--- src/rtl/reward_pkg.sv ---
// reward_pkg: reward type codes, grid defaults, LFSR constants and shared state encoding
package reward_pkg;
  localparam logic [2:0] RWD_NONE       = 3'd0;
  localparam logic [2:0] RWD_INVINCIBLE = 3'd1;
  localparam logic [2:0] RWD_ADDTIME    = 3'd1;
  localparam logic [2:0] RWD_FASTER     = 3'd2;
  localparam logic [2:0] RWD_FROZEN     = 3'd3;
  localparam logic [2:0] RWD_LASER      = 3'd4;
  localparam int         GRID_W_DEF     = 20;
  localparam int         GRID_H_DEF     = 15;
  localparam logic [15:0] LFSR_SEED     = 16'hACE1;
  localparam logic [15:0] LFSR_MASK     = 16'hB400;
  typedef enum logic [1:0] {ST_IDLE, ST_DELAY, ST_OFFER, ST_ACK} spawn_state_e;
  // Two conditional subtracts cover every legal grid, including the 15-cell height.
  function automatic logic [4:0] grid_fold(input logic [4:0] raw, input int g);
    logic [4:0] r;
    r = (int'(raw) >= g) ? raw - 5'(g) : raw;
    r = (int'(r) >= g) ? r - 5'(g) : r;
    return r;
  endfunction
endpackage

--- src/rtl/reward_lfsr16.sv ---
// reward_lfsr16: 16-bit Galois LFSR with enable hold and zero-state recovery
module reward_lfsr16
  import reward_pkg::*;
#(
  parameter logic [15:0] SEED = LFSR_SEED
) (
  input  logic        clk,
  input  logic        rst_n,
  input  logic        en_i,
  output logic [15:0] state_o
);
  logic [15:0] lfsr_q, lfsr_d;
  // Right-shift Galois step; a stuck zero state is reloaded from the seed.
  always_comb lfsr_d = (lfsr_q == 16'h0) ? SEED : en_i ? ({1'b0, lfsr_q[15:1]} ^ (lfsr_q[0] ? LFSR_MASK : 16'h0)) : lfsr_q;
  // State register.
  always_ff @(posedge clk) lfsr_q <= !rst_n ? SEED : lfsr_d;
  assign state_o = lfsr_q;
endmodule

--- src/rtl/reward_spawner.sv ---
// reward_spawner: delayed, timed-out reward offers over a four-phase set_require/set_finish handshake
module reward_spawner
  import reward_pkg::*;
#(
  parameter logic [15:0] SEED          = LFSR_SEED,
  parameter int          GRID_W        = GRID_W_DEF,
  parameter int          GRID_H        = GRID_H_DEF,
  parameter int          SPAWN_DELAY   = 20,
  parameter int          OFFER_TIMEOUT = 40
) (
  input  logic       clk,
  input  logic       rst_n,
  input  logic       tick_4Hz,
  input  logic       enable,
  input  logic       set_finish,
  output logic       set_require,
  output logic [2:0] reward_type,
  output logic [4:0] random_xpos,
  output logic [4:0] random_ypos,
  output logic       dout,
  output logic [7:0] spawn_count
);
  localparam int TMAX = (SPAWN_DELAY > OFFER_TIMEOUT) ? SPAWN_DELAY : OFFER_TIMEOUT;
  localparam int TW   = $clog2(TMAX + 1);
  spawn_state_e state_q, state_d;
  logic [TW-1:0] cnt_q, cnt_d;
  logic          req_q, req_d;
  logic [2:0]    type_q, type_d;
  logic [4:0]    x_q, x_d, y_q, y_d;
  logic [7:0]    spawn_q, spawn_d;
  logic [15:0]   lfsr;
  logic          unused_lfsr_bits;
  reward_lfsr16 #(.SEED(SEED)) u_lfsr (
    .clk    (clk),
    .rst_n  (rst_n),
    .en_i   (enable),
    .state_o(lfsr)
  );
  assign unused_lfsr_bits = ^lfsr[15:12];
  // Offer FSM: delay ticks, latch a cell/type, hold the offer until ack or timeout.
  always_comb begin
    state_d = state_q;
    cnt_d   = cnt_q;
    req_d   = req_q;
    type_d  = type_q;
    x_d     = x_q;
    y_d     = y_q;
    spawn_d = spawn_q;
    if (!enable) begin
      state_d = ST_IDLE;
      cnt_d   = '0;
      req_d   = 1'b0;
      type_d  = RWD_NONE;
      x_d     = '0;
      y_d     = '0;
    end else begin
      case (state_q)
        ST_IDLE: begin
          state_d = ST_DELAY;
          cnt_d   = '0;
        end
        ST_DELAY: if (tick_4Hz) begin
          if (cnt_q == TW'(SPAWN_DELAY - 1)) begin
            state_d = ST_OFFER;
            cnt_d   = '0;
            req_d   = 1'b1;
            x_d     = grid_fold(lfsr[4:0], GRID_W);
            y_d     = grid_fold(lfsr[9:5], GRID_H);
            type_d  = {1'b0, lfsr[11:10]} + 3'd1;
          end else cnt_d = cnt_q + 1'b1;
        end
        ST_OFFER: begin
          if (set_finish) begin
            state_d = ST_ACK;
            req_d   = 1'b0;
            spawn_d = (&spawn_q) ? spawn_q : spawn_q + 8'd1;
          end else if (tick_4Hz) begin
            if (cnt_q == TW'(OFFER_TIMEOUT - 1)) begin
              state_d = ST_DELAY;
              cnt_d   = '0;
              req_d   = 1'b0;
            end else cnt_d = cnt_q + 1'b1;
          end
        end
        ST_ACK: if (!set_finish) begin
          state_d = ST_DELAY;
          cnt_d   = '0;
        end
        default: state_d = ST_IDLE;
      endcase
    end
  end
  // State and output registers; reset drops any pending offer.
  always_ff @(posedge clk) begin
    if (!rst_n) begin
      state_q <= ST_IDLE;
      cnt_q   <= '0;
      req_q   <= 1'b0;
      type_q  <= RWD_NONE;
      x_q     <= '0;
      y_q     <= '0;
      spawn_q <= '0;
    end else begin
      state_q <= state_d;
      cnt_q   <= cnt_d;
      req_q   <= req_d;
      type_q  <= type_d;
      x_q     <= x_d;
      y_q     <= y_d;
      spawn_q <= spawn_d;
    end
  end
  assign set_require = req_q;
  assign reward_type = type_q;
  assign random_xpos = x_q;
  assign random_ypos = y_q;
  assign dout        = lfsr[0];
  assign spawn_count = spawn_q;
endmodule

--- config.mk ---
export PLATFORM = sky130hd
export DESIGN_NAME = reward_spawner
export DESIGN_NICKNAME = d
export VERILOG_FILES = /design/src/rtl/reward_pkg.sv /design/src/rtl/reward_lfsr16.sv /design/src/rtl/reward_spawner.sv
export SDC_FILE = /design/constraint.sdc
export NUM_CORES = 1
export LEC_CHECK = 0
export CAP_MARGIN = 40
export CORE_MARGIN = 1.5
export CORE_UTILIZATION = 45
export CTS_BUF_LIST = sky130_fd_sc_hd__clkbuf_16
export DETAILED_ROUTE_END_ITERATION = 7
export DONT_BUFFER_PORTS = 1
export GPL_ROUTABILITY_DRIVEN = 0
export PLACE_DENSITY = 0.62
export SYNTH_ARGS = -nofsm -noshare
export SYNTH_HDL_FRONTEND = slang
export SYNTH_SLANG_ARGS = --single-unit
--- constraint.sdc ---
create_clock -name clk -period 7.8 [get_ports clk]
set_clock_uncertainty 0.15 [all_clocks]
set_input_delay 1.56 -clock clk [delete_from_list [all_inputs] [get_ports clk]]
set_output_delay 1.56 -clock clk [all_outputs]
set_load 0.005 [all_outputs]
==> summary.txt <==
Clock tree
  – CTS root buf: clkbuf_16
  – Worst-path clk slew: 60 ps
  – CTS Sinks: 46
  – Clock Latency Late Sink: 280 ps
  – CTS HTree Levels: 2
  – Post-CTS Setup Bufs: 0
  – CTS Hold Bufs: 0
  – Clock Path Buffers: 2
  – CTS buffer count: 5
  – CTS tree: yes
  – Gates resized, CTS repair: 0

Setup path
  – Worst Setup EP: random_ypos[0]
  – Worst R2R Setup Slack: 4710 ps
  – RR Endpoint: random_ypos[0]
  – Worst setup SP type: register
  – Crit-path max FO: 10
  – Worst setup startpoint: u_lfsr.state_o[5]
  – Reg2Reg Depth: 12
  – Worst Path Required: 7840 ps
  – Slowest-stage cell, CP: dfxtp_1
  – Most used cell, CP: ha_1
  – Crit. End Element: register
  – Worst r2r src: u_lfsr.state_o[5]
  – Crit path DAT: 3130 ps
  – Crit path cell chain: ha_1 -> and3_1 -> ha_1 -> or2_1 -> nor4b_2 -> a21oi_1 -> nor2_1 -> ha_1 -> a21o_1 -> o21bai_4 -> xnor2_1 -> a211oi_1
  – Crit Path Class: register to register
  – CP peak stage delay: 510 ps

Placement
  – Dpl ws: 4660 ps
  – PortBufs: 0
  – Placed inst area: ~0.0025 mm^2
  – Post-DP HPWL: 3.57 mm
  – Placed cell count: 356

Routing
  – 1st-pass router iterations: 4
  – DRC: 0
  – Routed wl met2: 2.24 mm
  – WL final: 5.01 mm
  – Met3 Wirelength: 245 um
  – DR top layer: met4
  – Post-DRT Antenna Nets: 0
  – DR iter-0 viols: 72
  – Vias/cell: approximately 5.3
  – DR WL/cell: ~14 um
  – WL met1: 2.50 mm
  – Vias: 1944

Timing
  – Fmax: 323 MHz
  – Fin crit period: just over 3000 ps
  – Fin. max-slew vios: 0
  – Hold slack: approximately 330 ps
  – Setup_tns: 0 ps
  – Fin crit share: 39.6%
  – Final setup vio count: 0
  – RSZ-0062 raised after global routing: false
  – Min setup slack post-route: roughly 4700 ps
  – Final-report hold violation count: 0
  – Least-Margin Pin Slew: ~670 ps
  – Slew HR: between 50% and 60%

Layout
  – Commonest non-fill, non-tap cell in the layout: dfxtp_1
  – Post-layout util: between 50 and 60%
  – Antenna Cells: 0
  – Most frequent cells in the layout: dfxtp_1, nor2_1, nand2_1
  – Share of cells above drive strength 1: 5.78%
  – Post-layout instance area: 0.00265 mm^2
  – Layout net count: 313
  – Area growth syn-to-layout: 7.07%
  – Finished Layout Cells: 364
  – Fill count: 514

Die
  – Row count: 26
  – Initial Util: 47.6%
  – Chip width: ~77 um
  – Die area: ~0.0060 mm^2
  – Die H: 77.2 um
  – Core area: 0.00520 mm^2
  – Top Ports: 28

Logic synthesis
  – Yosys top cell area share: a little under two fifths
  – Fraction of registers with async set/reset: 0%
  – Synth warnings: 0
  – Sequential element share of the synthesized area: 37.2%
  – Synth Cell Area: around 0.0025 mm^2
  – Number of synthesized register bits: 46
  – EDFF count, synth: 0
  – Syn nets: approximately 320
  – Synthesized instance count: 298
  – Synth area leaders: dfxtp_1, ha_1, mux2i_1, a21oi_1, nor2_1
  – Syn_area_per_cell: 8.32 um^2
  – Dominant synthesized flop cell: dfxtp_1
  – Area leader, netlist: dfxtp_1
  – Number of library cell types mapped by synthesis: 50

Power and ir drop
  – Cell Pwr Density: about 190 mW/mm^2
  – Peak VDD IR: 131 uV
  – Static leakage: ~1.0 nW
  – Total power: 0.509 mW

Run status
  – Run status: complete, no violations

Min path
  – Min-Delay Path Depth: 2
  – Min-delay worst type: register to register

Global route
  – Largest net degree at the start of global routing: 24
  – Vias in the first global route: 1869
  – Initial antenna violation count: 0
  – First-pass GRT wire length: 8.85 mm
  – Grt ovf: 0
  – All-layer global routing usage: 18.2%

Run
  – MaxCap Viol Count: 0
## kinds of logic after synthesis
group / share of synthesized area [%]
compound gates: 17.4
xor+xnor: 4.24
fa+ha+maj: 7.57
buf+inv: 4.14
flops: 37.2
mux: 6.51
simple gates: 23.0
## area by class of cell
cell class | count | area, um^2 | share of cell area [%]
sequential | 46 | 921 | 34.7
tap | 70 | 87.6 | 3.30
clock inverter | 3 | 12.5 | 0.471
inverter | 14 | 52.6 | 1.98
multi-input combinational | 226 | 1460 | 54.8
clock buffer | 5 | 125 | 4.71
## state kept, by name, indices dropped and copies added, names as in the netlist
| name | flops |
|---|---|
| cnt_q | 6 |
| spawn_count | 8 |
| random_xpos | 5 |
| reward_type | 3 |
| set_require | 1 |
| u_lfsr.state_o | 16 |
| state_q | 2 |
| random_ypos | 5 |
## layer usage
layer / global-route usage [%] / vias to the layer above
li1: - / 1033
met1: 24.2 / 874
met2: 28.7 / 35
met3: 4.88 / 2
met4: 5.45 / 0
met5: 0 / -
## how the worst min path moves through the flow
stage                      to  slack, ps      startpoint
6_report       reward_type[1]        330  reward_type[1]
5_1_grt        random_xpos[0]        360  random_xpos[0]
4_1_cts        random_xpos[0]        330  random_xpos[0]
3_5_place_dp   random_xpos[0]        320  random_xpos[0]
3_3_place_gp   reward_type[1]        320  reward_type[1]
2_1_floorplan  random_ypos[4]        300  random_ypos[4]
## power breakdown
part	switching (mW)	internal [mW]	total [mW]
clock	0.0842	0.116	0.200
combinational	0.0319	0.0261	0.0580
sequential	0.00987	0.241	0.251
total	0.126	0.383	0.509
## cells in the mapped netlist, types with 2 or more instances
master,n
nand2b_1,2
and4_1,2
xnor2_1,6
clkbuf_1,8
nor4_1,2
a21o_1,3
or2_1,2
a211oi_1,6
a21oi_1,26
xor2_1,6
dfxtp_1,46
o211ai_1,2
ha_1,15
o21ai_0,15
or3_1,3
nor3b_1,4
nand2_1,32
and2_1,3
and3_1,4
nand3_1,11
a31oi_1,2
nor2_1,34
inv_1,13
mux2i_1,15
nand4_1,2
nor3_1,4
nor2b_1,4
buf_2,4
## critical path: cells and delay by family, from the launching register on
kind            cells  cell delay, ps
flops               1             510
xor+xnor            1             140
compound gates      4             950
simple gates        4             560
fa+ha+maj           3             680
Power figures use the tool's default switching activity.
==> RTL change 1 (config.mk and constraints unchanged) <==
The 4 states of `spawn_state_e` get a one-hot encoding in 4 bits.
--- a/src/rtl/reward_pkg.sv
+++ b/src/rtl/reward_pkg.sv
@@ -10,7 +10,7 @@
   localparam int         GRID_H_DEF     = 15;
   localparam logic [15:0] LFSR_SEED     = 16'hACE1;
   localparam logic [15:0] LFSR_MASK     = 16'hB400;
-  typedef enum logic [1:0] {ST_IDLE, ST_DELAY, ST_OFFER, ST_ACK} spawn_state_e;
+  typedef enum logic [3:0] {ST_IDLE = 4'b0001, ST_DELAY = 4'b0010, ST_OFFER = 4'b0100, ST_ACK = 4'b1000} spawn_state_e;
   // Two conditional subtracts cover every legal grid, including the 15-cell height.
   function automatic logic [4:0] grid_fold(input logic [4:0] raw, input int g);
     logic [4:0] r;
Function: no difference found for any inputs over 10 cycles, from zero or initial values and one cycle with rst_n low; not proved beyond that.
==> RTL change 1 against the original RTL <==
  * Setup slack got worse by 89 ps
  * Largest cell class unchanged
  * Wire length increased by 8.3%
  * Critical path depth decreased by 1
  * Critical path type unchanged
  * Clock power increased by 24%
  * Synthesized area increased by 6.7%
  * Total power increased by 10%
  * Cell area increased by 6.1%
  * Worst hold slack about the same
  * Sequential cell count increased by 2
  * Sequential share of layout area decreased by 0.57 points
==> RTL change 1: results (changes against the original RTL) <==
<table>
<tr><th>Metric</th><th>Value</th></tr>
<tr><th colspan="2">Outcome</th></tr>
<tr><td>Outcome</td><td>completed (unchanged)</td></tr>
<tr><th colspan="2">Pwr</th></tr>
<tr><td>Worst VDD drop</td><td>0.103 mV (was 0.131 mV)</td></tr>
<tr><td>Static leakage</td><td>1.06 nW (was 1.04 nW)</td></tr>
<tr><th colspan="2">Synthesis</th></tr>
<tr><td>Leading cell types by total area after synthesis</td><td>dfxtp_1, mux2i_1, ha_1 (was dfxtp_1, ha_1, mux2i_1)</td></tr>
<tr><td>Post-synthesis adder-cell area fraction</td><td>0.0521 (was 0.0757)</td></tr>
<tr><td>Number of different library cells in the post-synthesis netlist</td><td>56 (was 50)</td></tr>
<tr><td>Portion of netlist area occupied by mux cells</td><td>0.0648 (was 0.0651)</td></tr>
<tr><td>Async set or reset register ratio after synthesis</td><td>0 (unchanged)</td></tr>
<tr><td>Post-synthesis xor/xnor area fraction</td><td>0.0530 (was 0.0424)</td></tr>
<tr><td>Synthesized Nets</td><td>329 (was 318)</td></tr>
<tr><td>Commonest cells in the netlist</td><td>dfxtp_1, nand2_1, nor2_1 (was dfxtp_1, nor2_1, nand2_1)</td></tr>
<tr><td>Synth Area in Compound Gates</td><td>0.172 (was 0.174)</td></tr>
<tr><td>Sequential cell area fraction in the yosys report</td><td>0.363 (was 0.372)</td></tr>
<tr><th colspan="2">Global routing</th></tr>
<tr><td>Vias in the first global route</td><td>1960 (was 1869)</td></tr>
<tr><td>Met3 layer usage reported by global route</td><td>0.0629 (was 0.0488)</td></tr>
<tr><td>Total track usage</td><td>0.189 (was 0.182)</td></tr>
<tr><td>Wire length of the first global-routing pass</td><td>9460 um (was 8850 um)</td></tr>
<tr><td>Grt met2 use</td><td>0.289 (was 0.287)</td></tr>
<tr><td>Fraction of met1 tracks used by global routing</td><td>0.254 (was 0.242)</td></tr>
<tr><th colspan="2">Critical path</th></tr>
<tr><td>Master of the slowest instance on the critical path</td><td>a211oi_1 (was dfxtp_1)</td></tr>
<tr><td>Worst path arrival time</td><td>3220 ps (was 3130 ps)</td></tr>
<tr><td>Stage delay of the slowest cell on the critical path</td><td>450 ps (was 510 ps)</td></tr>
<tr><th colspan="2">Route</th></tr>
<tr><td>Detailed-route wire length</td><td>5420 um (was 5010 um)</td></tr>
<tr><td>DR iter-0 viols</td><td>117 (was 72)</td></tr>
<tr><td>Total number of vias</td><td>2098 (was 1944)</td></tr>
<tr><th colspan="2">Final layout</th></tr>
<tr><td>Number of nets in the finished design</td><td>316 (was 313)</td></tr>
<tr><td>Ratio of cells with drive above 1 in the final layout</td><td>0.0565 (was 0.0578)</td></tr>
<tr><td>Fillers</td><td>555 (was 514)</td></tr>
<tr><th colspan="2">Place</th></tr>
<tr><td>Detailed placement HPWL</td><td>3840 um (was 3570 um)</td></tr>
<tr><th colspan="2">Clock tree</th></tr>
<tr><td>Clock transition at path regs</td><td>70 ps</td></tr>
<tr><th colspan="2">Timing</th></tr>
<tr><td>Worst relative slew slack</td><td>0.551 (was 0.553)</td></tr>
</table>
RTL change 1: kinds of logic (layout without fill, tap and decap cells):
group	after synthesis	after routing
simple gates	123	123
compound gates	66	66
flops	48	48
buf+inv	32	20
mux	17	17
xor+xnor	16	16
fa+ha+maj	11	11
RTL change 1: metal layers:
layer / vias up / share of wire
met5: - / 0
met4: 0 / 0.010
met3: 5 / 0.053
met2: 29 / 0.45
met1: 980 / 0.49
li1: 1084 / -
RTL change 1: power breakdown:
part           internal, mW  switching, mW
Combinational        0.0230         0.0273
Sequential            0.251         0.0114
Clock                 0.152         0.0966
RTL change 1: path summary, 6_finish.rpt:
path / depth (start not counted) / from / end / slack (ps)
max: 11 / u_lfsr.state_o[5]$_SDFFE_PP1P_ / random_ypos[1]$_SDFFE_PN0P_ / 4620
min: 2 / cnt_q[1]$_SDFFE_PN0P_ / cnt_q[1]$_SDFFE_PN0P_ / 330
max reg2reg: 11 / u_lfsr.state_o[5]$_SDFFE_PP1P_ / random_ypos[1]$_SDFFE_PN0P_ / 4620
min reg2reg: 2 / cnt_q[1]$_SDFFE_PN0P_ / cnt_q[1]$_SDFFE_PN0P_ / 330
RTL change 1: metrics by stage:
stage               worst slack, ps  power (mW)  cell area (um2)  hold WS, ps  instances
global route                   4320       0.588             2820          355        373
CTS                            4640       0.568             2820          330        373
global placement               4570       0.317             2640          318        364
floorplan                      4820       0.312             2640          298        313
detailed placement             4670       0.318             2640          320        365
finish                         4620       0.562             2820          330        373
RTL change 1: final cells by class:
type	instances	share of cell area
clock inverter	3	0.0169
clock buffer	5	0.0444
timing repair buffer	1	0.00267
sequential	48	0.341
inverter	11	0.0147
tap	72	0.0320
multi-input combinational	233	0.548
==> RTL change 2 (same settings) <==
Made on the original files. The parameter `SPAWN_DELAY` goes from 20 to 30.
--- a/src/rtl/reward_spawner.sv
+++ b/src/rtl/reward_spawner.sv
@@ -5,7 +5,7 @@
   parameter logic [15:0] SEED          = LFSR_SEED,
   parameter int          GRID_W        = GRID_W_DEF,
   parameter int          GRID_H        = GRID_H_DEF,
-  parameter int          SPAWN_DELAY   = 20,
+  parameter int          SPAWN_DELAY   = 30,
   parameter int          OFFER_TIMEOUT = 40
 ) (
   input  logic       clk,
Formal check against the unedited RTL: same outputs for any inputs over 10 cycles, from zero or initial values and one cycle with rst_n low; that may be too few to reach the edited logic, so the function may still have changed.
==> RTL change 2 against the original RTL <==
  * Total power increased by 0.27%
  * Setup slack improved by 92 ps
  * Global-route usage shrank 0.95 points
  * Sequential cell count unchanged
  * Wire length rose by 2.8%
  * Critical path depth fell by 1
  * Cell area rose by 4.6%
  * Synthesized area rose by 7.0%
  * Synthesized cell count is 3.4% higher
  * Sequential power is essentially flat
  * Largest power group unchanged
==> RTL change 2: results (changes against the original RTL) <==
<table>
<tr><th>Metric</th><th>Value</th></tr>
<tr><th colspan="2">Route</th></tr>
<tr><td>Met3 layer wire length in the routed design</td><td>241 um (was 245 um)</td></tr>
<tr><td>First drt pass iteration count</td><td>5 (was 4)</td></tr>
<tr><td>DR iter-0 viols</td><td>86 (was 72)</td></tr>
<tr><td>DR WL met2</td><td>2360 um (was 2240 um)</td></tr>
<tr><td>Detailed-route wire length</td><td>5150 um (was 5010 um)</td></tr>
<tr><th colspan="2">Synthesis</th></tr>
<tr><td>Synth Area in Compound Gates</td><td>0.196 (was 0.174)</td></tr>
<tr><td>Leading cell types by total area after synthesis</td><td>dfxtp_1, ha_1, mux2i_1 (unchanged)</td></tr>
<tr><td>Commonest cells in the netlist</td><td>dfxtp_1, nand2_1, nor2_1 (was dfxtp_1, nor2_1, nand2_1)</td></tr>
<tr><td>Netlist Area Pre-Place</td><td>0.00265 mm2 (was 0.00248 mm2)</td></tr>
<tr><td>Number of different library cells in the post-synthesis netlist</td><td>57 (was 50)</td></tr>
<tr><td>Synthesized Nets</td><td>329 (was 318)</td></tr>
<tr><td>Sequential cell area fraction in the yosys report</td><td>0.347 (was 0.372)</td></tr>
<tr><th colspan="2">Pwr</th></tr>
<tr><td>Worst VDD drop</td><td>0.0882 mV (was 0.131 mV)</td></tr>
<tr><td>Internal power summed over all cells</td><td>383 uW (about the same)</td></tr>
<tr><td>Proportion of power drawn by flip-flops and latches</td><td>0.494 (was 0.493)</td></tr>
<tr><td>Static leakage</td><td>1.08 nW (was 1.04 nW)</td></tr>
<tr><th colspan="2">Critical path</th></tr>
<tr><td>Stage delay of the slowest cell on the critical path</td><td>560 ps (was 510 ps)</td></tr>
<tr><td>Family of cells with the greatest summed delay on the critical path</td><td>adder cells (was compound AO/OA/AOI/OAI gates)</td></tr>
<tr><th colspan="2">Final layout</th></tr>
<tr><td>Clock-cell share</td><td>0.0496 (was 0.0519)</td></tr>
<tr><td>Ratio of cells with drive above 1 in the final layout</td><td>0.0741 (was 0.0578)</td></tr>
<tr><td>Count of inverters other than clock inverters in the layout</td><td>22 (was 14)</td></tr>
<tr><th colspan="2">Outcome</th></tr>
<tr><td>Outcome</td><td>completed (unchanged)</td></tr>
<tr><th colspan="2">Global routing</th></tr>
<tr><td>Total track usage</td><td>0.173 (was 0.182)</td></tr>
<tr><td>Wire length of the first global-routing pass</td><td>8700 um (was 8850 um)</td></tr>
<tr><th colspan="2">Place</th></tr>
<tr><td>Setup WS pre-CTS</td><td>4800 ps (was 4660 ps)</td></tr>
<tr><td>Total placed instance area</td><td>0.00264 mm2 (was 0.00252 mm2)</td></tr>
</table>
## RTL change 2: cell types whose count changed after synthesis, sizes merged, moves of 4 or more
| cell | before | now |
|---|---|---|
| a21oi | 26 | 20 |
| nor2 | 35 | 30 |
| nor3 | 4 | 8 |
| buf | 4 | 10 |
| inv | 14 | 22 |
## RTL change 2: worst paths after layout
check | start | end | slack [ps] | cells past startpoint
worst max-delay path | u_lfsr.state_o[5]$_SDFFE_PP1P_ | random_ypos[2]$_SDFFE_PN0P_ | 4800 | 11
worst min-delay path | reward_type[2]$_SDFFE_PN0P_ | reward_type[2]$_SDFFE_PN0P_ | 330 | 2
worst max register to register | u_lfsr.state_o[5]$_SDFFE_PP1P_ | random_ypos[2]$_SDFFE_PN0P_ | 4800 | 11
worst min register to register | reward_type[2]$_SDFFE_PN0P_ | reward_type[2]$_SDFFE_PN0P_ | 330 | 2
## RTL change 2: routing by layer
metal,global-route usage,vias up
li1,-,1054
met1,0.226,964
met2,0.275,27
met3,0.0514,2
met4,0.0466,0
met5,0,-
